===== src/rtl/array_port_arbiter.sv =====
// ---------------------------------------------------------------------------
// array_port_arbiter
//
// Shares the single read/write port of a 128x108 lane-masked SRAM macro
// (4 write lanes of 27 bits) between two requesters. Round-robin arbitration
// with a valid/ready handshake is resolved combinationally in the request
// cycle. The memory port is driven in that same cycle, so the macro commits
// a write, or launches a read, on the grant edge. Read data comes back on a
// one-cycle response pulse to the requester that owned the read, in the
// cycle after the grant.
//
// Optional build macro: ARRAY_PORT_ARBITER_INIT_EN
//   defined   : after reset a zero-fill engine writes 0 to every address,
//               one per cycle. Requests are blocked until init_done_o rises,
//               128 cycles after reset release.
//   undefined : init_done_o is tied to 1. Arbitration starts on the first
//               cycle after reset release.
//
// Ports
//   clock_i          sole clock, rising edge
//   reset_i          asynchronous, active-high reset
//   reqN_valid_i     requester N request (N = 0, 1)
//   reqN_ready_o     requester N granted this cycle
//   reqN_write_i     1 = write, 0 = read
//   reqN_addr_i      word address
//   reqN_mask_i      write lane enables (ignored on reads)
//   reqN_wdata_i     write data
//   respN_valid_o    read data for requester N valid this cycle
//   respN_rdata_o    read data (0 unless respN_valid_o)
//   mem_en_o         memory enable
//   mem_wmode_o      memory write mode
//   mem_addr_o       memory address
//   mem_wmask_o      memory lane mask
//   mem_wdata_o      memory write data
//   mem_rdata_i      memory read data, valid the cycle after a read enable
//   init_done_o      array usable; requests are blocked while 0
// ---------------------------------------------------------------------------
module array_port_arbiter #(
    parameter int ADDR_W = 7,
    parameter int DATA_W = 108,
    parameter int MASK_W = 4
) (
    input  logic              clock_i,
    input  logic              reset_i,

    input  logic              req0_valid_i,
    output logic              req0_ready_o,
    input  logic              req0_write_i,
    input  logic [ADDR_W-1:0] req0_addr_i,
    input  logic [MASK_W-1:0] req0_mask_i,
    input  logic [DATA_W-1:0] req0_wdata_i,
    output logic              resp0_valid_o,
    output logic [DATA_W-1:0] resp0_rdata_o,

    input  logic              req1_valid_i,
    output logic              req1_ready_o,
    input  logic              req1_write_i,
    input  logic [ADDR_W-1:0] req1_addr_i,
    input  logic [MASK_W-1:0] req1_mask_i,
    input  logic [DATA_W-1:0] req1_wdata_i,
    output logic              resp1_valid_o,
    output logic [DATA_W-1:0] resp1_rdata_o,

    output logic              mem_en_o,
    output logic              mem_wmode_o,
    output logic [ADDR_W-1:0] mem_addr_o,
    output logic [MASK_W-1:0] mem_wmask_o,
    output logic [DATA_W-1:0] mem_wdata_o,
    input  logic [DATA_W-1:0] mem_rdata_i,

    output logic              init_done_o
);

    // Round-robin pointer: index of the requester favoured on contention.
    logic rr_ptr_q, rr_ptr_d;
    // Read issued last cycle; its data is on mem_rdata_i this cycle.
    logic rd_pend_q, rd_pend_d;
    logic rd_owner_q, rd_owner_d;

    logic              init_done;
    logic              init_busy;
    logic [ADDR_W-1:0] init_addr;

`ifdef ARRAY_PORT_ARBITER_INIT_EN
    // state   | meaning
    // ST_INIT | zero-filling the array, one address per cycle
    // ST_DONE | fill finished, arbitration enabled
    typedef enum logic {
        ST_INIT = 1'b0,
        ST_DONE = 1'b1
    } init_state_t;

    init_state_t       state_q;
    logic [ADDR_W-1:0] init_cnt_q;
    logic              init_done_q;

    always_ff @(posedge clock_i or posedge reset_i) begin
        if (reset_i) begin
            state_q     <= ST_INIT;
            init_cnt_q  <= '0;
            init_done_q <= 1'b0;
        end else begin
            case (state_q)
                ST_INIT: begin
                    init_cnt_q <= init_cnt_q + 1'b1;
                    // Last address is being written on this edge.
                    if (&init_cnt_q) begin
                        state_q     <= ST_DONE;
                        init_done_q <= 1'b1;
                    end
                end
                ST_DONE: begin
                    init_done_q <= 1'b1;
                end
                default: begin
                    state_q <= ST_INIT;
                end
            endcase
        end
    end

    // Gated by reset so the memory port stays idle while reset is held.
    assign init_busy = (state_q == ST_INIT) && !reset_i;
    assign init_addr = init_cnt_q;
    assign init_done = init_done_q;
`else
    assign init_busy = 1'b0;
    assign init_addr = '0;
    assign init_done = 1'b1;
`endif

    // Arbitration. Reset also blocks grants so that every handshake and
    // memory output reads 0 while reset is held, whatever the inputs do.
    logic arb_en;
    logic gnt0, gnt1;

    assign arb_en = init_done && !init_busy && !reset_i;
    assign gnt0   = arb_en && req0_valid_i && (!req1_valid_i || !rr_ptr_q);
    assign gnt1   = arb_en && req1_valid_i && (!req0_valid_i ||  rr_ptr_q);

    assign req0_ready_o = gnt0;
    assign req1_ready_o = gnt1;

    // Memory port: unregistered so the macro samples the winner on the
    // grant edge itself.
    always_comb begin
        mem_en_o    = 1'b0;
        mem_wmode_o = 1'b0;
        mem_addr_o  = '0;
        mem_wmask_o = '0;
        mem_wdata_o = '0;
        if (init_busy) begin
            mem_en_o    = 1'b1;
            mem_wmode_o = 1'b1;
            mem_addr_o  = init_addr;
            mem_wmask_o = '1;
            mem_wdata_o = '0;
        end else if (gnt0) begin
            mem_en_o    = 1'b1;
            mem_wmode_o = req0_write_i;
            mem_addr_o  = req0_addr_i;
            mem_wmask_o = req0_write_i ? req0_mask_i : '0;
            mem_wdata_o = req0_wdata_i;
        end else if (gnt1) begin
            mem_en_o    = 1'b1;
            mem_wmode_o = req1_write_i;
            mem_addr_o  = req1_addr_i;
            mem_wmask_o = req1_write_i ? req1_mask_i : '0;
            mem_wdata_o = req1_wdata_i;
        end
    end

    always_comb begin
        rr_ptr_d = rr_ptr_q;
        if (gnt0) begin
            rr_ptr_d = 1'b1;
        end else if (gnt1) begin
            rr_ptr_d = 1'b0;
        end

        rd_pend_d  = (gnt0 && !req0_write_i) || (gnt1 && !req1_write_i);
        rd_owner_d = rd_owner_q;
        if (rd_pend_d) begin
            rd_owner_d = gnt1;
        end
    end

    always_ff @(posedge clock_i or posedge reset_i) begin
        if (reset_i) begin
            rr_ptr_q   <= 1'b0;
            rd_pend_q  <= 1'b0;
            rd_owner_q <= 1'b0;
        end else begin
            rr_ptr_q   <= rr_ptr_d;
            rd_pend_q  <= rd_pend_d;
            rd_owner_q <= rd_owner_d;
        end
    end

    // Response: the macro's read data passes straight through to the owner.
    assign resp0_valid_o = rd_pend_q && !rd_owner_q;
    assign resp1_valid_o = rd_pend_q &&  rd_owner_q;
    assign resp0_rdata_o = resp0_valid_o ? mem_rdata_i : '0;
    assign resp1_rdata_o = resp1_valid_o ? mem_rdata_i : '0;

    assign init_done_o = init_done;

endmodule


===== config.mk =====
export PLATFORM = sky130hd
export DESIGN_NAME = array_port_arbiter
export DESIGN_NICKNAME = d
export VERILOG_FILES = /design/src/rtl/array_port_arbiter.sv
export SDC_FILE = /design/constraint.sdc
export NUM_CORES = 1
export LEC_CHECK = 0
export ABC_AREA = 1
export CAP_MARGIN = 20
export CORE_AREA = 5 5 263 265
export CTS_BUF_LIST = sky130_fd_sc_hd__clkbuf_4
export CTS_CLUSTER_DIAMETER = 60
export CTS_CLUSTER_SIZE = 16
export DETAILED_ROUTE_END_ITERATION = 6
export DIE_AREA = 0 0 268 270
export PLACE_DENSITY = 0.31
export SYNTH_ARGS = -nofsm -noshare
export SYNTH_HDL_FRONTEND = slang
export SYNTH_SLANG_ARGS = --single-unit

===== constraint.sdc =====
create_clock -name clock_i -period 3.4 [get_ports clock_i]
set_clock_uncertainty 0.05 [all_clocks]
set_input_delay 0.34 -clock clock_i [delete_from_list [all_inputs] [get_ports clock_i]]
set_output_delay 0.34 -clock clock_i [all_outputs]
set_load 0.02 [all_outputs]

Word-level counts from Yosys, hierarchy flattened
Cells that the tools add are included.

Logic and storage cells: 38. Output and inout port bits: 342. Register bits: 3.

Reduce and logical (&&, ||, !) cells: 19. Mux-type cells: 16.

Operator list (count): 108-bit 2-to-1 mux (4); 4-bit 2-to-1 mux (4); 7-bit 2-to-1 mux (2); 1-bit logical AND (8); 1-bit logical NOT (7); 1-bit 2-to-1 mux (6); 1-bit logical OR (3); 2-bit nonzero test (1).

Depth between registers and ports, before layout
Word-level depth: 5. Mapped depth: 8. Mapped depth without buffers: 6.

Worst setup path before layout
OpenSTA, ideal clock, no wires.

Path kind: flip-flop to output port. Start point: register rd_owner_q. End point: output port resp0_rdata_o[100]. Required time: 3.010 ns. Path buffers: 2. Arrival: 1.208 ns. Cell stages (with the launch flop): 6. Slack: 1.802 ns. Path through: dfrtp_1 inv_1 nand2_1 buf_2 buf_2 nor2_1.

Word-level cells in the longest chain between the ends: 3.

RTL lines: start, declared (line 78) `logic rd_owner_q, rd_owner_d;`; start signal, assigned (line 196) `rd_owner_q <= rd_owner_d;`; 1-bit logical NOT (line 201) `assign resp0_valid_o = rd_pend_q && !rd_owner_q;`; 1-bit logical AND (line 201); 108-bit 2-to-1 mux (line 203) `assign resp0_rdata_o = resp0_valid_o ? mem_rdata_i : '0;`; end, declared (line 53) `output logic [DATA_W-1:0] resp0_rdata_o,`.

No other way between the ends.

Worst setup path after layout
Start point: input port reset_i. End point: output port mem_wdata_o[53].

Word-level cells in the longest chain between the ends: 5.

RTL lines: start, declared (line 44) `input logic reset_i,`; 1-bit logical NOT (no line) (*); 1-bit logical AND (2 in a row) (line 139) `assign gnt1 = arb_en && req1_valid_i && (!req0_valid_i || rr_ptr_q);`; 108-bit 2-to-1 mux (line 164) `end else if (gnt1) begin`; 108-bit 2-to-1 mux (*) (line 158) `end else if (gnt0) begin`; end, declared (line 68) `output logic [DATA_W-1:0] mem_wdata_o,`.

Mark *: on every way between the ends. The rest lies on a longest branch, timed or not.

==> flow_summary.ini <==
[critical_path]
required_ns = 3.01
critical_path.endpoint_type = primary output
r2r-start = rr_ptr_q$_DFFE_PP0P_
critical_path_class = in -> out
cp_max_fo = 58
worstSetupStartpoint = reset_i
critPathArrivalTime_ns = 2.54
critPathLaunchType = input pin

[die]
core-area_sq_mm = 0.06656
initial_core_util = 0.04558
die_area_sq_mm = 0.07236
die_y_um = 270
rows = 95
io_pins = 694
fp.dieW_um = 268

[routing]
vias = 7176
viasPerCell = 3.125
drt_wl_total_mm = 54.45
drt-wirelength-per-cell_um = 23.72
detail-route-antenna-nets = 0
dr.first_iter.drc_count = 337
drc_errors = 0
drt_pass1_iterations = 5

[synth]
synth_xor_area_frac = 0
muxShareOfSynthArea = 0
synth_fp_nets = 1109
syn-cell-area_sq_mm = 0.003034
synth_fa_ha_area_frac = 0
syn_area_per_cell_sq_um = 4.008
ys_seq_area_frac = 0.02474
yosysUniqueCellTypes = 18
yosysWarnings = 0
synth_top_family_by_area = simple AND/OR/NAND/NOR gates
yosys.area_share.simple = 0.7340
synth_top_area_cell = nand2_1
synth_compound_area_frac = 0.006598
yosysTopAreaCellShare = 0.4379
syn_inst = 757
ys_ff_latch = 3
synthTopCellsByArea = nand2_1, nor2_1, inv_1, buf_2, dfrtp_1

[cells_and_area]
final_cell_area_sq_mm = 0.01101
nets = 1771
multi_input_area_sq_mm = 0.002266
seqCellArea_sq_um = 75.07
area_growth_pct = 262.9
fin_cells = 2296
fillers = 7706
drive_gt1_frac = 0.02468
final_util = 0.1654

[placement]
dp.final_hpwl_mm = 49.65
placed_cell_area_sq_mm = 0.01097
place_congestion = 0.8433
port-buffer-count = 692
dp.cells = 2287
place_ws_ns = 0.4442

[pwr]
leakage_nw = 4.868
power_mw = 1.835
powerDensity_mw_per_mm2 = 166.6
vdd_drop_max_mv = 0.07375

[sta]
worst_hold_slack_ns = 0.3409
finalSetupViolCount = 0
grt_setup_unrepaired = no
fin_ws_ns = 0.4675
fin_crit_ns = 2.933
fin_crit_sh = 0.8625
slew_headroom = 0.4282
setup_tns_ns = 0
hold_viol = 0
worst_slew_pin_slew_ns = 0.8576
drv_slew = 0
fmax_mhz = 341.0

[run_status]
outcome = finished clean

[clocking]
ctsResizeCount = 0
hold_buffers = 0
clk_pin_slew_ns = 0.04
numCtsBuffers = 3
clk_latency_ns = 0.24
clockBufferDepth = 2
cts-root-buf = clkbuf_4
cts_tree = yes
htree_levels = 1
cts_sinks = 3
cts_setup_buffers = 0

[global_route]
grt_max_degree = 73
track_usage = 0.1398
grt_pass1_wl_mm = 70.11
grt-ovfl-total = 0
grt_antenna_before_repair = 25
grt_pass1_vias = 7509

[hold_path]
worst_hold_path_type = in -> async

[flow_run]
cap_violations = 0
[critical path: stages]
cell	delay, ns
clkdlybuf4s50_1	0.49
nor2_4	0.21
nand2_2	0.14
inv_4	0.11
buf_12	0.23
nand2_1	0.16
nand2_1	0.13
clkdlybuf4s50_1	0.66
[cells in the mapped netlist]
library cell and instances:
a21oi_1 1, dfrtp_1 3, nor2_1 217, nand4_1 4, o21ai_0 3, clkbuf_1 18, nand3_1 5, inv_4 1
nor2_4 1, buf_6 5, nand3_2 1, conb_1 1, nand2_2 2, inv_1 113, inv_2 3, buf_4 7
buf_2 18, nand2_1 354
[per-layer routing]
| layer | wire length, um | vias to the layer above | GRT usage |
|---|---|---|---|
| li1 | - | 3452 | - |
| met1 | 22010 | 3162 | 0.1686 |
| met2 | 26630 | 496 | 0.2524 |
| met3 | 5075 | 58 | 0.04036 |
| met4 | 685 | 8 | 0.01784 |
| met5 | 55 | - | 0 |
[registers in the layout (all words and copies together) (netlist names)]
register	count
rd_owner_q	1
rd_pend_q	1
rr_ptr_q	1
[placed cells by master, fill, tap and decap left out, drive strengths merged]
| master | n |
|---|---|
| a21oi | 1 |
| buf | 21 |
| clkbuf | 4 |
| clkdlybuf4s50 | 684 |
| conb | 1 |
| dfrtp | 3 |
| diode | 5 |
| inv | 117 |
| nand2 | 356 |
| nand3 | 6 |
| nand4 | 4 |
| nor2 | 218 |
| o21ai | 3 |
[layout make-up]
type                    instances  share of cell area
multi-input cells             589              0.2058
inverters                     117             0.04034
diodes                          5            0.001136
clock buffers                   4            0.002727
well taps                     873             0.09919
flip-flops and latches          3            0.006817
repair buffers                705              0.6440
[kinds of logic after synthesis]
| family | Yosys count |
|---|---|
| AO/OA/AOI/OAI | 4 |
| flip-flops | 3 |
| buffers and inverters | 165 |
| other | 1 |
| AND/OR/NAND/NOR | 584 |
[worst paths after layout]
| path | slack, ns | endpoint | cells past startpoint |
|---|---|---|---|
| max in group asynchronous | 2.84 | rd_pend_q$_DFF_PP0_ | 2 |
| min in group clock_i | 0.54 | rr_ptr_q$_DFFE_PP0P_ | 2 |
| hold reg to reg | 0.54 | rr_ptr_q$_DFFE_PP0P_ | 2 |
| setup reg to reg | 2.09 | rr_ptr_q$_DFFE_PP0P_ | 6 |
| setup / recovery | 0.47 | mem_wdata_o[53] | 8 |
| hold / removal | 0.34 | rd_owner_q$_DFFE_PP0P_ | 2 |
[power by group]
| group | internal (mW) | switching (mW) |
|---|---|---|
| combinational | 0.834 | 0.881 |
| clock | 0.0520 | 0.0201 |
| sequential | 0.0420 | 0.00536 |
Power figures use the tool's default switching activity.
==> patch, RTL diff (config.mk and constraints unchanged) <==
Add a define of `ARRAY_PORT_ARBITER_INIT_EN`.
--- a/src/rtl/array_port_arbiter.sv
+++ b/src/rtl/array_port_arbiter.sv
@@ -35,6 +35,8 @@
 //   mem_rdata_i      memory read data, valid the cycle after a read enable
 //   init_done_o      array usable; requests are blocked while 0
 // ---------------------------------------------------------------------------
+`define ARRAY_PORT_ARBITER_INIT_EN
+
 module array_port_arbiter #(
     parameter int ADDR_W = 7,
     parameter int DATA_W = 108,
Formal check against the unedited RTL: not equivalent (a bounded check fails within 4 cycles, from zero or initial values and one cycle with reset_i high).
==> patch against the original RTL <==
Routed wire length is 18% lower. Sequential cell count rose by 9. Register-to-register slack worse by 0.11 ns. Fmax up 2.1%. Cell area up 4.8%. Area after synthesis up 16%. Non-clock buffer count increased by 10. Count of clock-buffer cells in the layout down 1. Setup slack gained 0.060 ns. Sequential share of layout area up 1.9 points. Die area is the same.
Power is not compared: it rests on default switching activity, and its combinational part moved more than twofold at a synthesized area within 25%.
==> patch: results <==
set metrics [dict create \
    outcome "completed" \
    cp_max_fo 48 \
    dr_total_vias 7399 \
    sh_seq_area 0.02601 \
    grt_max_degree 53 \
    drtIter0Drc 335 \
    r2r-start "state_q" \
    track_usage 0.1117 \
    fin_nets 1841 \
    grt_pass1_wl_mm 58.84 \
    diodes 1 \
    fillCellCount 7668 \
    cp_top_family "buffers and inverters" \
    clk_share 0.001951 \
    grt.met1_usage 0.1242 \
    multi_input_gates 631 \
    synth_compound_area_frac 0.005684 \
    worst-r2r-cell-count 5 \
    grt-busiest-layer "met2" \
    portBuffers 693 \
    synth_fp_nets 1170 \
    clock_path_buffers 2 \
    cts_resized 0 \
    grt_antenna_before_repair 1 \
    dp_worst_setup_slack_ns 0.4953 \
    signal_buffers 715 \
    critPathMaxStageDelay_ns 0.73 \
    place_inst 2356 \
    grt_pass1_vias 7772 \
    netlist_instances 817 \
    grtUsageMet3 0.03453 \
    synthTopCellsByArea "nand2_1 39%, nor2_1 24%, inv_1 13%" \
    synth_xor_area_frac 0.01243 \
    dp.final_hpwl_mm 40.11 \
    viasPerCell 3.135 \
    drive_above_1_share 0.02490 \
    clk_latency_ns 0.27 \
    synthTopCellsByCount "362 x nand2_1, 221 x nor2_1, 125 x inv_1" \
    synth.distinct_cells 20 \
    firstDrtPassIters 4 \
    synth_fa_ha_area_frac 0.003552 \
    wl_per_cell_um 18.86 \
    n_all_inverters 125 \
    tightestPinTransition_ns 0.6595 \
    whs_ns 0.4175 \
    use_met2 0.2071 \
    dpl_cell_area_mm2 0.01152 \
    clk_pin_slew_worst_paths_ns 0.08 \
    rrSetupSlack_ns 1.98 \
]
## patch: changes by cell type after synthesis, moves of 4 or more
cell	unedited run	this run
nand3_1	5	29
inv_1	113	125
dfrtp_1	3	12
nand2_1	354	362
buf_4	7	0
buf_6	5	10
clkbuf_1	18	23
buf_2	18	14
nand3b_1	0	4
nor2_1	217	221
## patch: worst min-delay path: stages
cell and delay, ns:
clkdlybuf4s50_1 0.43, inv_1 0.11, buf_4 0.23
## patch: worst max path at each step
stage                          from           endpoint  slack, ns  depth (start not counted)
after CTS                 rd_pend_q  resp1_rdata_o[67]       0.41                          4
after floorplan             reset_i   mem_wdata_o[100]       1.41                          6
after global routing      rd_pend_q  resp1_rdata_o[67]       0.34                          4
after global placement      reset_i    mem_wdata_o[73]       0.47                          9
after detailed placement    reset_i    mem_wdata_o[73]       0.50                          9
final                     rd_pend_q  resp1_rdata_o[67]       0.53                          4
## patch: routing by layer
metal	part of all wire	vias up
met4	0.024	0
met5	0	-
met2	0.50	446
li1	-	3660
met1	0.38	3271
met3	0.097	22
